$ cat src/rtl/riscv_pkg.sv
// Shared RV32I load/store FUNCT3 codes, MEM-stage FSM encoding and byte-lane helpers.
package riscv_pkg;

    localparam logic [2:0] F3_B  = 3'b000;
    localparam logic [2:0] F3_H  = 3'b001;
    localparam logic [2:0] F3_W  = 3'b010;
    localparam logic [2:0] F3_BU = 3'b100;
    localparam logic [2:0] F3_HU = 3'b101;

    typedef enum logic [1:0] {
        IDLE = 2'd0,
        WAIT = 2'd1,
        DONE = 2'd2
    } mem_state_e;

    function automatic logic [3:0] byte_enable(input logic [1:0] size, input logic [1:0] a);
        logic [3:0] be;
        case (size)
            2'b00:   be = 4'b0001 << a;
            2'b01:   be = 4'b0011 << {a[1], 1'b0};
            default: be = 4'b1111;
        endcase
        return be;
    endfunction

    function automatic logic is_misaligned(input logic [1:0] size, input logic [1:0] a);
        logic bad;
        case (size)
            2'b00:   bad = 1'b0;
            2'b01:   bad = a[0];
            default: bad = (a != 2'b00);
        endcase
        return bad;
    endfunction

endpackage

$ cat src/rtl/load_store_align.sv
// Combinational lane steering: byte enables, store-data replication, load extraction and extension.
module load_store_align
    import riscv_pkg::*;
(
    input  logic [2:0]  i_funct3,
    input  logic [1:0]  i_addr_lo,
    input  logic [31:0] i_store_data,
    input  logic [31:0] i_rdata,
    output logic [3:0]  o_be,
    output logic [31:0] o_wdata,
    output logic [31:0] o_load_data
);

    logic [7:0]  w_byte;
    logic [15:0] w_half;

    // Lane selection and sign/zero extension for stores and loads
    always_comb begin
        o_be = byte_enable(i_funct3[1:0], i_addr_lo);

        case (i_funct3[1:0])
            2'b00:   o_wdata = {4{i_store_data[7:0]}};
            2'b01:   o_wdata = {2{i_store_data[15:0]}};
            default: o_wdata = i_store_data;
        endcase

        case (i_addr_lo)
            2'b00:   w_byte = i_rdata[7:0];
            2'b01:   w_byte = i_rdata[15:8];
            2'b10:   w_byte = i_rdata[23:16];
            2'b11:   w_byte = i_rdata[31:24];
            default: w_byte = i_rdata[7:0];
        endcase

        // Without trapping, an odd half address still picks its lane from a[1] alone
        w_half = i_addr_lo[1] ? i_rdata[31:16] : i_rdata[15:0];

        case (i_funct3)
            F3_B:    o_load_data = {{24{w_byte[7]}}, w_byte};
            F3_H:    o_load_data = {{16{w_half[15]}}, w_half};
            F3_BU:   o_load_data = {24'd0, w_byte};
            F3_HU:   o_load_data = {16'd0, w_half};
            default: o_load_data = i_rdata;
        endcase
    end

endmodule

$ cat src/rtl/mem_access_stage.sv
// RV32I MEM stage: req/ack data-memory bus sequencing, load capture, branch resolution.
// Optional MISALIGN_TRAP_EN: misaligned accesses are refused and flagged on misalign_err.
module mem_access_stage
    import riscv_pkg::*;
#(
    parameter int ADDR_W = 32,
    parameter int XLEN   = 32
) (
    input  logic              clk,
    input  logic              reset,
    input  logic              MemRead_MEM,
    input  logic              MemWrite_MEM,
    input  logic              Branch_MEM,
    input  logic              ZERO_MEM,
    input  logic [XLEN-1:0]   PC_MEM,
    input  logic [2:0]        FUNCT3_MEM,
    input  logic [XLEN-1:0]   ALU_OUT_MEM,
    input  logic [XLEN-1:0]   REG_DATA2_MEM,
    output logic              dmem_req,
    output logic              dmem_we,
    output logic [ADDR_W-1:0] dmem_addr,
    output logic [3:0]        dmem_be,
    output logic [XLEN-1:0]   dmem_wdata,
    input  logic [XLEN-1:0]   dmem_rdata,
    input  logic              dmem_ack,
    output logic              PCSrc,
    output logic [XLEN-1:0]   PC_Branch_out,
    output logic [XLEN-1:0]   READ_DATA_MEM,
    output logic              stall_mem
`ifdef MISALIGN_TRAP_EN
    ,
    output logic              misalign_err
`endif
);

    mem_state_e        r_state;
    mem_state_e        w_next_state;
    logic              w_access;
    logic              w_misalign;
    logic              w_start;
    logic [XLEN-1:0]   w_load_data;
    logic [XLEN-1:0]   r_read_data;

    assign w_access = MemRead_MEM | MemWrite_MEM;

`ifdef MISALIGN_TRAP_EN
    assign w_misalign = is_misaligned(FUNCT3_MEM[1:0], ALU_OUT_MEM[1:0]);
`else
    assign w_misalign = 1'b0;
`endif

    assign w_start = w_access & ~w_misalign;

    load_store_align u_align (
        .i_funct3     (FUNCT3_MEM),
        .i_addr_lo    (ALU_OUT_MEM[1:0]),
        .i_store_data (REG_DATA2_MEM),
        .i_rdata      (dmem_rdata),
        .o_be         (dmem_be),
        .o_wdata      (dmem_wdata),
        .o_load_data  (w_load_data)
    );

    // Access sequencer state register
    always_ff @(posedge clk or negedge reset) begin
        if (!reset) begin
            r_state <= IDLE;
        end else begin
            r_state <= w_next_state;
        end
    end

    // Next-state decode; acks outside WAIT are ignored
    always_comb begin
        w_next_state = r_state;
        case (r_state)
            IDLE: begin
                if (w_start) w_next_state = WAIT;
                else         w_next_state = IDLE;
            end
            WAIT: begin
                if (dmem_ack) w_next_state = DONE;
                else          w_next_state = WAIT;
            end
            DONE:    w_next_state = IDLE;
            default: w_next_state = IDLE;
        endcase
    end

    // Load result register; stores leave it untouched, a trapped access clears it
    always_ff @(posedge clk or negedge reset) begin
        if (!reset) begin
            r_read_data <= '0;
        end else if ((r_state == WAIT) && dmem_ack && !MemWrite_MEM) begin
            r_read_data <= w_load_data;
        end else if ((r_state == IDLE) && w_access && w_misalign) begin
            r_read_data <= '0;
        end else begin
            r_read_data <= r_read_data;
        end
    end

`ifdef MISALIGN_TRAP_EN
    logic r_misalign_err;

    // One-cycle error pulse the cycle after a misaligned access is seen in IDLE
    always_ff @(posedge clk or negedge reset) begin
        if (!reset) begin
            r_misalign_err <= 1'b0;
        end else begin
            r_misalign_err <= (r_state == IDLE) & w_access & w_misalign;
        end
    end

    assign misalign_err = r_misalign_err;
`endif

    assign dmem_req      = (r_state == WAIT);
    assign dmem_we       = dmem_req & MemWrite_MEM;
    assign dmem_addr     = {ALU_OUT_MEM[ADDR_W-1:2], 2'b00};
    assign READ_DATA_MEM = r_read_data;
    // Gated by reset so the pipeline is released while the stage is held in reset
    assign stall_mem     = reset & w_start & (r_state != DONE);
    assign PCSrc         = Branch_MEM & ZERO_MEM;
    assign PC_Branch_out = PC_MEM;

endmodule

$ cat config.mk
export PLATFORM = sky130hd
export DESIGN_NAME = mem_access_stage
export DESIGN_NICKNAME = d
export VERILOG_FILES = /design/src/rtl/riscv_pkg.sv /design/src/rtl/load_store_align.sv /design/src/rtl/mem_access_stage.sv
export SDC_FILE = /design/constraint.sdc
export NUM_CORES = 1
export LEC_CHECK = 0
export CORE_MARGIN = 5
export CORE_UTILIZATION = 28
export DETAILED_ROUTE_END_ITERATION = 8
export PLACE_DENSITY_LB_ADDON = 0.1
export SYNTH_ARGS = -nofsm -noshare
export SYNTH_HDL_FRONTEND = slang
export SYNTH_SLANG_ARGS = --single-unit
export TNS_END_PERCENT = 1
$ cat constraint.sdc
create_clock -name clk -period 1.25 [get_ports clk]
set_input_delay 0.1875 -clock clk [delete_from_list [all_inputs] [get_ports clk]]
set_output_delay 0.1875 -clock clk [all_outputs]
set_load 0.005 [all_outputs]
# Word-level counts from Yosys, hierarchy flattened
# Index checks and enable logic that the tools add are counted.
[word_totals]
reg_bits = 34
in_bits = 138
output_inout_bits = 136
elab_cells = 33
[op_classes]
eq_ne = 9
n_shift = 2
n_mux = 8
bitwise_logic = 5
reduce_logical = 7
[op_table]
columns = ["cell", "n"]
rows = [
  ["one-hot mux 32 bit (4 select lines)", 1],
  ["one-hot mux 32 bit (2 select lines)", 1],
  ["one-hot mux 8 bit (4 select lines)", 1],
  ["two-way mux 16 bit", 1],
  ["one-hot mux 4 bit (2 select lines)", 1],
  ["equality test 2 x 1 -> 1 bit, second input constant", 3],
  ["equality test 3 bit, second input constant", 2],
  ["logical NOT 2 bit", 3],
  ["AND 1 bit", 4],
  ["equality test 2 bit, second input constant", 2],
  ["one-hot mux 2 bit (2 select lines)", 1],
  ["left shift 1 x 2 -> 4 bit, first input constant", 1],
  ["left shift 2 x 2 -> 4 bit, first input constant", 1],
  ["equality test 3 x 1 -> 1 bit, second input constant", 1],
  ["logical NOT 3 bit", 1],
  ["logical AND 1 bit", 2],
  ["two-way mux 2 bit", 1],
  ["inequality test 2 bit, second input constant", 1],
  ["logical NOT 1 bit", 1],
  ["two-way mux 1 bit", 1],
  ["bitwise OR 1 bit", 1],
]

# Depth between registers and ports, before layout
[logic_depth]
word_depth = 3
depth_mapped = 6
ltp_nobuf = 4

# By module
# A second synthesis with hierarchy kept.
[unflattened]
cells_unflattened = 311
area_unflattened_um2 = 3034.2
[modules_own_cells]
columns = ["mod", "n_inst", "cells_each", "area_each_um2", "seq_area_each_um2"]
rows = [
  ["mem_access_stage", 1, 144, 1940.6, 850.8],
  ["load_store_align", 1, 167, 1093.5, 0.0],
]

# Worst setup path before layout
# Ideal clock, no wire load.
[synth_timing]
path_kind = "register to register"
startpoint = "reg r_state[1]"
endpoint = "reg r_read_data[22], in the netlist READ_DATA_MEM[22]"
setup_time_ns = 0.067
t_arrival_ns = 1.307
t_required_ns = 1.183
slack_ns = -0.124
stages_incl_launch_ff = 6
n_path_buf = 1
synth_period_minus_slack_ns = 1.374
cell_sequence = "dfrtp_1 -> nand4bb_1 -> nor2_1 -> nand3b_4 -> buf_12 -> nand3_2"
[synth_via]
elab_chain_cells = 3
[synth_rtl]
columns = ["item", "line_no", "source"]
rows = [
  ["start: declaration", "mem_access_stage.sv:36", "mem_state_e r_state;"],
  ["start signal: assignment", "mem_access_stage.sv:69", "r_state <= w_next_state;"],
  ["equality test 2 x 1 -> 1 bit", "mem_access_stage.sv:94", "end else if ((r_state == WAIT) && dmem_ack && !MemWrite_MEM) begin"],
  ["logical AND 1 bit (2 in a row)", "mem_access_stage.sv:94", ""],
  ["end signal: assignment", "mem_access_stage.sv:95", "r_read_data <= w_load_data;"],
  ["end signal: assignment", "mem_access_stage.sv:99", "r_read_data <= r_read_data;"],
  ["end: declaration", "mem_access_stage.sv:42", "logic [XLEN-1:0] r_read_data;"],
]
# Every way passes these cells.
# A chain may end at the register's enable or synchronous reset.

# Worst setup path in the final report
[layout_timing]
startpoint = "in FUNCT3_MEM[0]"
endpoint = "out dmem_wdata[9]"
[layout_via]
elab_chain_cells = 2
word_cells_on_any_way = 3
classes_between = "eq/ne (1); mux (1); reduce/logical (1)"
[layout_rtl]
columns = ["item", "line_no", "source"]
rows = [
  ["start: declaration", "mem_access_stage.sv:16", "input logic [2:0] FUNCT3_MEM,"],
  ["equality test 2 x 1 -> 1 bit / logical NOT 2 bit (equally long branches)", "load_store_align.sv:21", "case (i_funct3[1:0])"],
  ["one-hot mux 32 bit (2 select lines) (*)", "load_store_align.sv:21", ""],
  ["end: declaration", "mem_access_stage.sv:23", "output logic [XLEN-1:0] dmem_wdata,"],
]
# Every way passes the cells marked *; elsewhere a longest branch is shown, timed or not.

==> impl_metrics.yaml <==
floorplanning:
  core_um2: 10200
  io-pin-count: 274
  fp.dieArea_um2: 12400
  rows: 37
  die_y_um: 111
  initial_core_util_pct: 28.2
  die_x_um: 111
outcome:
  violations: "negative setup slack"
  outcome: "complete, but fails checks"
synthesis:
  synth_edf_count: 0
  synth_async_sr_flop_share_pct: 100
  yosysUniqueCellTypes: 42
  yosysSeqAreaShare_pct: 29.6
  synth-seq-cells: 34
  synth_top_flop_cell: "dfrtp_1"
  yosys_warnings: 0
  synthCells: 333
  avgSynthCellArea_um2: 8.63
  syn_area_um2: 2870
cts:
  ctsLongestPathBuffers: 2
  worstSkewPairLatency_ns: 0.28
  clockRootBuffer: "clkbuf_8"
  numCtsBuffers: 5
  cts_tree: "done"
  numClockSinks: 34
  htreeDepth: 2
finish:
  nets: 589
  final_cell_mix: "clkdlybuf4s50_1 (60), dlygate4sd2_1 (50), buf_4 (43)"
  layout-drive-gt1-share_pct: 32.5
  final_cell_count_no_fill: 589
  final_common_cell: "clkdlybuf4s50_1"
  design_area_um2: 4320
  final_util_pct: 42.4
  area_growth_pct: 50.3
placement:
  gp_congestion: 0.745
  place_inst: 575
  port_buffers: 147
  place_hpwl_mm: 8.17
  placed_cell_area_um2: 4260
global_routing:
  grt_pass1_wl_mm: 15.7
  antenna_found_initial: 1
  grt_pass1_vias: 2946
  grt-ovfl-total: 0
  grt_usage_pct: 15.8
  grt_max_degree: 35
critical_path:
  cp-start-kind: "primary input"
  worstPathArrival_ns: 1.21
  worstPathMaxFanout: 4
  worstPathRequired_ns: 1.06
  critPathKind: "primary input to output port"
  worstPathCellList: "buf_2 -> nor2_4 -> buf_6 -> buf_4 -> mux2_2 -> clkdlybuf4s15_1"
  cp-end-kind: "output port"
  critPathSlowestCell: "mux2_2"
  slowest_delay_ns: 0.33
timing:
  setup_viol: 39
  finalHoldViolCount: 0
  final_max_slew_viol_count: 0
  min_period_ns: 1.40
  min_period_over_period_pct: 112
  rsz0062_at_grt: "true"
  timing.setup.tns_ns: -3.13
  fmax_mhz: 717
  clock_skew_ns: 0.00730
  fin_ws_ns: -0.146
pwr:
  finalPower_uw: 5100
  vdd_drop_max_mv: 0.507
  power_density_nw_per_um2: 1180
  leakagePower_uw: 0.00204
route:
  drt_iter0_markers: 81
  antenna_left: 0
  routed_wl_mm: 9.97
  drc: 0
  vias_per_cell: 4.70
  drt_pass1_iterations: 4
  wl_per_cell_um: 16.9
  num_vias: 2768
run:
  cap_violations: 0
min_path:
  hp-class: "primary input to output port"
[synth_stat cells, drive strengths merged, types with 2 or more instances]
cell type | instances | area share, %
a211oi | 2 | 0.70
a21o | 2 | 0.52
a21oi | 17 | 3.0
a22oi | 4 | 1.0
a31o | 6 | 1.8
and2 | 3 | 0.65
buf | 87 | 22
clkbuf | 5 | 0.65
dfrtp | 34 | 30
inv | 4 | 0.61
mux2 | 20 | 7.8
mux2i | 8 | 2.8
mux4 | 2 | 1.6
nand2 | 41 | 5.4
nand2b | 7 | 1.8
nand3 | 32 | 7.3
nand3b | 7 | 2.3
nor2 | 10 | 1.4
nor2b | 3 | 0.65
nor3 | 7 | 1.2
o21ai | 16 | 2.8
o21bai | 2 | 0.52
o22ai | 6 | 1.3
[worst paths after layout]
path,start,end,slack (ns),cells past startpoint
worst max-delay path,FUNCT3_MEM[0],dmem_wdata[9],-0.15,6
worst min-delay path,PC_MEM[0],PC_Branch_out[0],0.38,0
worst max register to register,r_state[1],READ_DATA_MEM[1],-0.11,5
worst min register to register,READ_DATA_MEM[19],READ_DATA_MEM[19],0.49,2
max in group asynchronous,reset,READ_DATA_MEM[29],0.42,3
min in group asynchronous,reset,READ_DATA_MEM[15],0.51,3
[metrics by stage]
stage,worst slack (ns),hold WS [ns]
after floorplan,-0.0549,-0.108
after global placement,-0.769,0.310
after detailed placement,-0.811,0.301
after CTS,-0.212,0.369
after global routing,-0.220,0.375
final,-0.146,0.375
[registers in the layout, summed over array words and instances (netlist names)]
register,count
r_state,2
READ_DATA_MEM,32
[kinds of logic (layout without fill, tap and decap cells)]
logic type,after synthesis,after routing,synth area share (%)
mux,30,30,12.2
other cells,1,3,0.131
compound gates,58,58,12.6
flops,34,34,29.6
buf+inv,96,213,23.5
simple gates,114,115,22.0
[layer usage]
layer,vias up,global-route usage [%],wire length (um),part of all wire [%]
met1,1296,18.1,3960,40
met5,-,0,0,0
met4,0,4.87,185,1.9
li1,1316,-,-,-
met3,21,6.22,821,8.2
met2,135,27.1,5000,50
[worst max-delay path, delay by kind of cell]
family	cells	cell delay, ns
simple gates	1	0.13
mux	1	0.33
buf+inv	4	0.56
[cell type report]
cell class	count	area (um2)
Antenna cell	1	2.50
Clock buffer	7	86.3
Clock inverter	1	5.00
Fill cell	1074	5870
Inverter	4	20.0
Multi-Input combinational cell	205	1430
Sequential cell	34	851
Tap cell	136	170
Timing Repair Buffer	201	1760
[report_power, final]
part | internal, uW | total, uW | switching, uW
registers | 1600 | 1880 | 278
clock network | 445 | 854 | 409
logic | 1370 | 2370 | 995
[timing repair]
item                                    CTS  global route
resized for setup                       172            28
endpoints found under the hold margin    26             0
endpoints found under the setup margin  104            57
pin swaps                                 7             1
hold buffers                              1             0
setup buffers                             3             0
cloned                                    1             0
Note: power is estimated with default switching activity, not from simulation.
